## src/rtl/fp_pkg.sv

```systemverilog
// Shared FSM encoding and width constants for the
// sequential floating-point add/subtract unit.
package fp_pkg;

  typedef enum logic [2:0] {
    S_IDLE,
    S_ALIGN,
    S_ADD,
    S_NORM,
    S_DONE
  } state_t;

  localparam int EXPO_W_DEF = 8;
  localparam int MENT_W_DEF = 23;

  // Sliced down to EXPO_WIDTH by the user
  localparam logic [31:0] EXPO_ALL_ONES = '1;

endpackage

```

## src/rtl/leading_one_detector.sv

```systemverilog
// Finds the highest set bit of a vector; valid is low
// when the vector is all zero.
module leading_one_detector #(
  parameter int WIDTH = 25,
  localparam int PW = $clog2(WIDTH)
) (
  input  logic [WIDTH-1:0] data,
  output logic [PW-1:0]    pos,
  output logic             valid
);

  always_comb begin
    pos   = '0;
    valid = 1'b0;
    for (int i = 0; i < WIDTH; i++) begin
      if (data[i]) begin
        pos   = PW'(i);
        valid = 1'b1;
      end
    end
  end

endmodule

```

## src/rtl/fp_addsub_sequencer.sv

```systemverilog
// Multi-cycle FP add/subtract: align, add, normalise,
// then hold the result until the consumer takes it.
module fp_addsub_sequencer
  import fp_pkg::*;
#(
  parameter int EXPO_WIDTH = EXPO_W_DEF,
  parameter int MENT_WIDTH = MENT_W_DEF,
  parameter int DATA_WIDTH = 1 + EXPO_WIDTH + MENT_WIDTH
) (
  input  logic                  clk_in,
  input  logic                  rst_in,
  input  logic                  in_valid_in,
  output logic                  in_ready_out,
  input  logic [DATA_WIDTH-1:0] floating1_in,
  input  logic [DATA_WIDTH-1:0] floating2_in,
  input  logic                  op_in,
  output logic                  out_valid_out,
  input  logic                  out_ready_in,
  output logic [DATA_WIDTH-1:0] result_out,
  output logic                  zero_out,
  output logic                  overflow_out,
  output logic                  underflow_out
);

  localparam int SW = MENT_WIDTH + 2;
  localparam int XW = EXPO_WIDTH + 2;
  localparam int PW = $clog2(SW);
  localparam logic [EXPO_WIDTH-1:0] EXP_MAX =
    EXPO_ALL_ONES[EXPO_WIDTH-1:0];
  localparam logic signed [XW-1:0] X_ZERO = '0;
  localparam logic signed [XW-1:0] X_MAX =
    $signed({2'b00, EXP_MAX});

  state_t state, state_nx;
  logic   armed;

  logic [DATA_WIDTH-1:0] f1, f2;
  logic                  op;

  logic [EXPO_WIDTH-1:0] big_exp;
  logic [SW-1:0]         big_sig, small_sig, sum;
  logic                  sub, sign, special;

  logic [DATA_WIDTH-1:0] result;
  logic                  zero, ovf, unf;

  always_ff @(posedge clk_in or posedge rst_in) begin
    if (rst_in) state <= S_IDLE;
    else        state <= state_nx;
  end

  always_comb begin
    state_nx = state;
    unique case (state)
      S_IDLE:
        if (in_valid_in && in_ready_out)
          state_nx = S_ALIGN;
      S_ALIGN: state_nx = S_ADD;
      S_ADD:   state_nx = S_NORM;
      S_NORM:  state_nx = S_DONE;
      S_DONE:
        if (out_ready_in) state_nx = S_IDLE;
      default: state_nx = S_IDLE;
    endcase
  end

  always_comb begin
    in_ready_out  = armed && (state == S_IDLE);
    out_valid_out = (state == S_DONE);
  end

  // Keeps ready low while reset is held and for no longer
  always_ff @(posedge clk_in or posedge rst_in) begin
    if (rst_in) armed <= 1'b0;
    else        armed <= 1'b1;
  end

  always_ff @(posedge clk_in or posedge rst_in) begin
    if (rst_in) begin
      f1 <= '0;
      f2 <= '0;
      op <= 1'b0;
    end else if (in_valid_in && in_ready_out) begin
      f1 <= floating1_in;
      f2 <= floating2_in;
      op <= op_in;
    end
  end

  logic                  s1, s2;
  logic [EXPO_WIDTH-1:0] e1, e2, diff;
  logic [SW-1:0]         g1, g2, shifted;
  logic                  swap, inf1, inf2;

  always_comb begin
    s1   = f1[DATA_WIDTH-1];
    s2   = f2[DATA_WIDTH-1] ^ op;
    e1   = f1[DATA_WIDTH-2 -: EXPO_WIDTH];
    e2   = f2[DATA_WIDTH-2 -: EXPO_WIDTH];
    g1   = (e1 == '0) ? '0 : {2'b01, f1[MENT_WIDTH-1:0]};
    g2   = (e2 == '0) ? '0 : {2'b01, f2[MENT_WIDTH-1:0]};
    inf1 = (e1 == EXP_MAX);
    inf2 = (e2 == EXP_MAX);
    swap = (e2 > e1) || ((e2 == e1) && (g2 > g1));
    diff = swap ? (e2 - e1) : (e1 - e2);
    shifted = swap ? g1 : g2;
    if (32'(diff) >= SW) shifted = '0;
    else                 shifted = shifted >> diff;
  end

  always_ff @(posedge clk_in or posedge rst_in) begin
    if (rst_in) begin
      big_exp   <= '0;
      big_sig   <= '0;
      small_sig <= '0;
      sub       <= 1'b0;
      sign      <= 1'b0;
      special   <= 1'b0;
    end else if (state == S_ALIGN) begin
      big_exp   <= swap ? e2 : e1;
      big_sig   <= swap ? g2 : g1;
      small_sig <= shifted;
      sub       <= s1 ^ s2;
      special   <= inf1 | inf2;
      if (inf1 | inf2) sign <= inf1 ? s1 : s2;
      else             sign <= swap ? s2 : s1;
    end
  end

  always_ff @(posedge clk_in or posedge rst_in) begin
    if (rst_in)
      sum <= '0;
    else if (state == S_ADD)
      sum <= sub ? (big_sig - small_sig)
                 : (big_sig + small_sig);
  end

  logic [PW-1:0]          lead_pos;
  logic                   lead_ok;
  logic [XW-1:0]          shamt;
  logic signed [XW-1:0]   exp_n;
  logic [MENT_WIDTH-1:0]  mant;
  logic [DATA_WIDTH-1:0]  res_nx;
  logic                   zero_nx, ovf_nx, unf_nx;

  leading_one_detector #(.WIDTH(SW)) u_lod (
    .data  (sum),
    .pos   (lead_pos),
    .valid (lead_ok)
  );

  always_comb begin
    shamt = XW'(MENT_WIDTH) - XW'(lead_pos);
    if (sum[SW-1]) begin
      exp_n = $signed({2'b00, big_exp} + XW'(1));
      mant  = sum[MENT_WIDTH:1];
    end else begin
      exp_n = $signed({2'b00, big_exp} - shamt);
      mant  = MENT_WIDTH'(sum << shamt);
    end
    res_nx  = '0;
    zero_nx = 1'b0;
    ovf_nx  = 1'b0;
    unf_nx  = 1'b0;
    if (special) begin
      res_nx = {sign, EXP_MAX, {MENT_WIDTH{1'b0}}};
    end else if (!lead_ok) begin
      zero_nx = 1'b1;
    end else if (exp_n >= X_MAX) begin
      res_nx = {sign, EXP_MAX, {MENT_WIDTH{1'b0}}};
      ovf_nx = 1'b1;
    end else if (exp_n <= X_ZERO) begin
      zero_nx = 1'b1;
      unf_nx  = 1'b1;
    end else begin
      res_nx = {sign, exp_n[EXPO_WIDTH-1:0], mant};
    end
  end

  always_ff @(posedge clk_in or posedge rst_in) begin
    if (rst_in) begin
      result <= '0;
      zero   <= 1'b0;
      ovf    <= 1'b0;
      unf    <= 1'b0;
    end else if (state == S_NORM) begin
      result <= res_nx;
      zero   <= zero_nx;
      ovf    <= ovf_nx;
      unf    <= unf_nx;
    end
  end

  assign result_out    = result;
  assign zero_out      = zero;
  assign overflow_out  = ovf;
  assign underflow_out = unf;

endmodule

```

## config.mk

```make
export PLATFORM = sky130hd
export DESIGN_NAME = fp_addsub_sequencer
export DESIGN_NICKNAME = d
export VERILOG_FILES = /design/src/rtl/fp_pkg.sv /design/src/rtl/leading_one_detector.sv /design/src/rtl/fp_addsub_sequencer.sv
export SDC_FILE = /design/constraint.sdc
export NUM_CORES = 1
export LEC_CHECK = 0
export ABC_AREA = 0
export BUFFER_PORTS_ARGS = -buffer_cell sky130_fd_sc_hd__buf_2
export CORE_UTILIZATION = 35
export CTS_CLUSTER_SIZE = 8
export DETAILED_ROUTE_END_ITERATION = 10
export PLACE_DENSITY = 0.59
export SLEW_MARGIN = 20
export SYNTH_ARGS = -nofsm -noshare
export SYNTH_HDL_FRONTEND = slang
export SYNTH_SLANG_ARGS = --single-unit
```

## constraint.sdc

```tcl
create_clock -name clk_in -period 6.8 [get_ports clk_in]
set_input_delay 0.34 -clock clk_in [delete_from_list [all_inputs] [get_ports clk_in]]
set_output_delay 0.34 -clock clk_in [all_outputs]
set_load 0.03 [all_outputs]
```

==> results.md, run 1 <==
* CTS root buffer: clkbuf_16
* Commonest non-fill, non-tap cell in the layout: nand2_1
* Leading register cell type out of synthesis: dfrtp_1
* Critical path class: reg2reg
* Die area at 41400 sq um
* Async SR Flop Fraction at 100%
* Sum Neg Setup Slack at 0 ns
* FP Rows at 73
* Largest net degree at the start of global routing at 121
* Placed cell area at 15200 sq um
* Simple-Gate Fraction of Synth Area at 18.4%
* # hold bufs at CTS at 0
* Most Frequent Cell on Critical Path: nor4_1
* NumNets Final at 1855
* Syn-to-layout area delta at 11.6%
* Measured slew at the worst slew-check pin at 0.914 ns
* CTS HTree Levels at 4
* Yosys warns at 0
* Critical path, cell by cell: nor4_1, and2_1, clkinv_1, buf_4, nand2_1, inv_1, ha_1, nand4_1, nor4_1, o311ai_1, o211ai_1, nand3_1, mux2i_1, xnor2_2, nand2_2, nor4_1, a31oi_1, o32ai_1
* Final setup viols at 0
* Placer Congestion at 0.941
* Critical path capture point type: register
* Number of clock sinks at 188
* Crit path DAT at 6.38 ns
* Die height at 204 microns
* I/O Buffers at 105
* Post-synthesis register bit count at 188
* Setup bufs post-CTS at 0
* Synth cell types at 78
* Critical Path Source Type: register
* Largest family of logic cells by synthesized area: compound AO/OA/AOI/OAI gates
* Initial DRC count at 842
* Share of layout cells above drive strength 1 at 16.8%
* Status: finished, final reports clean
* Final hold vios at 0
* Peak Freq at 0.166 GHz
* Unrepaired setup endpoints after global routing: no
* Average cell area after synthesis at 8.61 sq um
* DRC viols at 0
* Clock skew at 0.0182 ns
* Mux cell area share after synthesis at 14.0%
* DRT antenna net count at 0
* Wirelength per Cell at 18.8 microns
* Adder-cell area share of the yosys netlist at 7.17%
* Clock buffer depth at 2
* IO Count at 106
* Vias in the first global route at 12200
* Sequential area share after synthesis at 33.1%
* Antenna violations before repair at 0
* CTS Buf Count at 17
* Final HPWL from detailed placement at 33200 microns
* FILL cells at 4071
* Worst skew pair latency at 0.47 ns
* TritonCTS clock tree: built
* Required @ worst endpoint at 7.16 ns
* Number of max-cap violations at 0
* Clock-pin transition on the worst setup and hold timing paths at 0.07 ns
* Slew HR at 38.7%
* Average vias per placed instance at 5.55
* Part of the cycle the worst path needs at 88.5%
* Initial Util at 35.6%
* Compound-Gate Fraction of Synth Area at 19.1%
* Slew Viols, Final at 0
* Largest stage delay, worst path at 0.68 ns
* Design area at 15900 sq um
* Syn_nets at 1799
* Detailed-route via count at 12400
* Pre-Repair DR Iteration Count at 5
* Width of the chip at 204 microns
* Tot GR Track Use at 21.0%
* HP Class: in2async
* Post-Synthesis Cells at 1651
* Antenna diode instance count at 0
* Core box area at 39900 sq um
* Minimum clock period at 6.02 ns
* Post_cts resized at 0
* CP max FO at 31
* Slowest-stage cell, CP: nor4_1
* Most frequent cells in the layout: nand2_1 (210), dfrtp_1 (188), nor2_1 (138), o21ai_0 (116), a21oi_1 (106)
* WL final at 42300 microns
* Min Hold Slack at 0.0458 ns
* GR Overflow Total at 0
* Post-Synth XOR/XNOR Area at 3.68%
* Global-route wire length before repair at 68400 microns
* Post-synth EDFFs at 0
* Synth Cell Area at 14200 sq um
-- critical path: cells and delay by family (launching register included) --
family	cells	cell delay [ns]
AND/OR/NAND/NOR	8	2.99
AO/OA/AOI/OAI	4	0.92
buffers and inverters	3	0.57
flip-flops	1	0.44
XOR/XNOR	1	0.37
adder cells (fa/ha/maj)	1	0.31
multiplexers	1	0.29
-- synthesized netlist by cell type, types with 8 or more instances --
cell | count | area, sq um
nand2_1 | 211 | 792
dfrtp_1 | 188 | 4700
nor2_1 | 138 | 518
o21ai_0 | 116 | 581
a21oi_1 | 106 | 531
mux2_2 | 93 | 1050
clkbuf_1 | 76 | 285
ha_1 | 75 | 938
inv_1 | 68 | 255
mux2i_1 | 67 | 671
xnor2_1 | 41 | 359
nor3_1 | 40 | 200
a31oi_1 | 38 | 238
nand3_1 | 27 | 135
a21o_1 | 23 | 173
nand4_1 | 22 | 138
nand2b_1 | 19 | 119
nor4_1 | 17 | 106
and2_1 | 16 | 100
a211oi_1 | 15 | 113
xor2_1 | 15 | 131
nor2b_1 | 14 | 87.6
o211ai_1 | 13 | 97.6
a22oi_1 | 12 | 90.1
mux4_2 | 12 | 270
and3_1 | 11 | 68.8
o31ai_1 | 10 | 75.1
a22o_1 | 8 | 70.1
buf_1 | 8 | 30.0
or2_2 | 8 | 50.1
or4_1 | 8 | 60.1
-- per-stage QoR --
step                      utilization (%)  setup slack [ns]  instances
after detailed placement             38.2             0.865       2213
after floorplan                         -              1.35       1651
after CTS                            39.7             0.856       2243
final                                39.7             0.783       2243
after global routing                 39.7             0.226       2243
after global placement               38.2              1.07       2213
-- metal layers --
| layer | part of all wire [%] | vias up | GRT usage, % |
|---|---|---|---|
| met4 | 1.4 | 0 | 5.24 |
| li1 | - | 6096 | - |
| met5 | 0 | - | 0 |
| met1 | 47 | 6046 | 28.2 |
| met2 | 48 | 269 | 35.2 |
| met3 | 3.6 | 38 | 3.16 |
-- registers in the layout (all words and copies together), names as in the netlist, 3 cells and up --
register	count
f1	32
f2	32
result_out	32
sum	25
big_sig	24
small_sig	24
big_exp	8
state	3
-- final timing paths --
kind	depth (start not counted)	startpoint	to	slack, ns
worst max-delay path	18	f2[27]	small_sig[5]	0.78
worst min-delay path	2	rst_in	result_out[31]	0.05
worst max register to register	18	f2[27]	small_sig[5]	0.78
worst min register to register	2	result_out[0]	result_out[0]	0.48
max in group asynchronous	3	rst_in	f2[13]	5.37
min in group clk_in	2	floating1_in[10]	f1[10]	0.11
-- layout make-up --
class,instances,area [sq um],area share (%)
Inverter,73,282,1.77
Clock inverter,12,186,1.18
Sequential cell,188,4700,29.7
Timing Repair Buffer,129,706,4.45
Clock buffer,18,439,2.77
Multi-Input combinational cell,1298,8890,56.0
Tap cell,525,657,4.14
-- cells by family (layout without fill, tap and decap cells) --
| logic type | after synthesis | after routing |
|---|---|---|
| xor gates and xnor gates | 58 | 58 |
| AOI/OAI and AO/OA | 429 | 429 |
| and+or+nand+nor | 559 | 559 |
| muxes | 172 | 172 |
| DFF | 188 | 188 |
| buffers and inverters | 165 | 232 |
| adders and majority gates | 79 | 79 |
| other | 1 | 1 |
Power of run 1 is left out: the tool's default activity adds up to more than one toggle a clock period on the data nets, which glitch-free logic cannot reach.
==> run 2: changes to the inputs <==
--- a/config.mk
+++ b/config.mk
@@ -7,10 +7,11 @@
 export LEC_CHECK = 0
 export ABC_AREA = 0
 export BUFFER_PORTS_ARGS = -buffer_cell sky130_fd_sc_hd__buf_2
-export CORE_UTILIZATION = 35
+export CORE_ASPECT_RATIO = 0.7
+export CORE_UTILIZATION = 62
 export CTS_CLUSTER_SIZE = 8
 export DETAILED_ROUTE_END_ITERATION = 10
-export PLACE_DENSITY = 0.59
+export PLACE_DENSITY = 0.9
 export SLEW_MARGIN = 20
 export SYNTH_ARGS = -nofsm -noshare
 export SYNTH_HDL_FRONTEND = slang
==> results.md, run 2 (synthesis results as in run 1) <==
* Status: finished, final reports clean (unchanged)
* Number of max-cap violations at 0 (unchanged)
* DRC viols at 0 (unchanged)
* Slew HR at 29.5% (was 38.7%)
* Initial DRC count at 1892 (was 842)
* Required @ worst endpoint at 7.11 ns (was 7.16 ns)
* Clock buffer depth at 2 (unchanged)
* NumNets Final at 1860 (was 1855)
* Worst skew pair latency at 0.46 ns (was 0.47 ns)
* Pre-Repair DR Iteration Count at 6 (was 5)
* Syn-to-layout area delta at 10.1% (was 11.6%)
* Placer Congestion at 1.07 (was 0.941)
* Average vias per placed instance at 6.67 (was 5.55)
* Post_cts resized at 0 (unchanged)
* Final HPWL from detailed placement at 33000 microns (was 33200 microns)
* Slew Viols, Final at 0 (unchanged)
* Die height at 129 microns (was 204 microns)
* Clock skew at 0.0163 ns (was 0.0182 ns)
* CTS Buf Count at 17 (unchanged)
* Critical path capture point type: register (unchanged)
* Part of the cycle the worst path needs at 92.8% (was 88.5%)
* GR Util met1 at 58.3% (was 28.2%)
* CTS root buffer: clkbuf_16 (unchanged)
* Critical Path Source Type: register (unchanged)
* Width of the chip at 183 microns (was 204 microns)
* Routing usage on met2 at 53.8% (was 35.2%)
* Peak Freq at 0.159 GHz (was 0.166 GHz)
* FP Rows at 45 (was 73)
* TritonCTS clock tree: built (unchanged)
* Commonest non-fill, non-tap cell in the layout: nand2_1 (unchanged)
* GR Overflow Total at 0 (unchanged)
* # hold bufs at CTS at 0 (unchanged)
* Measured slew at the worst slew-check pin at 1.05 ns (was 0.914 ns)
* Critical path class: reg2reg (unchanged)
* CTS HTree Levels at 4 (unchanged)
* Final hold vios at 0 (unchanged)
* Die area at 23500 sq um (was 41400 sq um)
* Largest net degree at the start of global routing at 114 (was 121)
* HP Class: in2async (unchanged)
* GR peak layer: met1 (was met2)
* I/O Buffers at 105 (unchanged)
* Antenna diode instance count at 0 (unchanged)
* Crit path DAT at 6.61 ns (was 6.38 ns)
* IO Count at 106 (unchanged)
* Tot GR Track Use at 38.8% (was 21.0%)
* Setup bufs post-CTS at 0 (unchanged)
* Share of layout cells above drive strength 1 at 17.0% (was 16.8%)
* Global-route wire length before repair at 70200 microns (was 68400 microns)
* Detailed-route via count at 13500 (was 12400)
* Antenna violations before repair at 1 (was 0)
* Unrepaired setup endpoints after global routing: no (unchanged)
* Minimum clock period at 6.31 ns (was 6.02 ns)
* R2r setup slk at 0.49 ns (was 0.78 ns)
* FILL cells at 1719 (was 4071)
* CP max FO at 35 (was 31)
* Final setup viols at 0 (unchanged)
* WL final at 44500 microns (was 42300 microns)
* Number of clock sinks at 188 (unchanged)
* Initial Util at 64.4% (was 35.6%)
* Sum Neg Setup Slack at 0 ns (unchanged)
* Clock-pin transition on the worst setup and hold timing paths at 0.07 ns (about the same)
* Vias in the first global route at 12500 (was 12200)
* GR Util met3 at 12.9% (was 3.16%)
* Wirelength per Cell at 21.9 microns (was 18.8 microns)
* Most frequent cells in the layout: nand2_1 (210), dfrtp_1 (188), nor2_1 (138), o21ai_0 (116), a21oi_1 (106) (unchanged)
* Core box area at 22100 sq um (was 39900 sq um)
* DRT antenna net count at 0 (unchanged)
==> run 2: critical path, stage by stage (launching register included) <==
cell and delay (ns):
dfrtp_1 0.46, nor4_1 0.28, and2_1 0.42, clkinv_1 0.11, buf_4 0.27, and2_1 0.23, ha_1 0.33, a21oi_1 0.18
o21ai_0 0.12, a221oi_1 0.62, o211ai_1 0.30, nand3_1 0.19, buf_4 0.26, mux2i_1 0.44, xnor2_1 0.40, nor4_1 0.90
a31oi_1 0.18, o32ai_1 0.44
==> run 2: cell type report <==
type	instances	area [sq um]	share of cell area [%]
Clock inverter	13	203	1.30
Clock buffer	19	443	2.83
Timing Repair Buffer	134	743	4.75
Multi-Input combinational cell	1298	8890	56.8
Inverter	73	282	1.80
Tap cell	305	382	2.44
Sequential cell	188	4700	30.1
==> run 2: path summary, 6_finish.rpt <==
check / from / endpoint / cells past startpoint
worst min register to register: result_out[29] / result_out[29] / 1
max in group asynchronous: rst_in / sum[20] / 3
worst min-delay path: rst_in / f2[27] / 2
min in group clk_in: floating1_in[20] / f1[20] / 2
worst max register to register: f2[27] / small_sig[5] / 17
worst max-delay path: f2[27] / small_sig[5] / 17
==> run 2: stage by stage <==
stage                     instance area (sq um)  hold WS (ns)  std cells  util [%]  setup WS [ns]
after detailed placement                  15000         0.468       1998      67.9          0.880
after floorplan                           14200         0.450       1651         -           1.35
after CTS                                 15600         0.103       2030      70.9          0.857
after global placement                    15000         0.458       1998      67.9          0.950
after global routing                      15600         0.102       2030      70.9          0.169
final                                     15600        0.0657       2030      70.9          0.492
==> run 2: metal layers <==
metal / wire (microns) / up-vias
met5: 19 / -
met4: 532 / 2
met3: 5770 / 56
met2: 18000 / 857
met1: 20200 / 6502
li1: - / 6116
Power of run 2 is left out for the same reason.
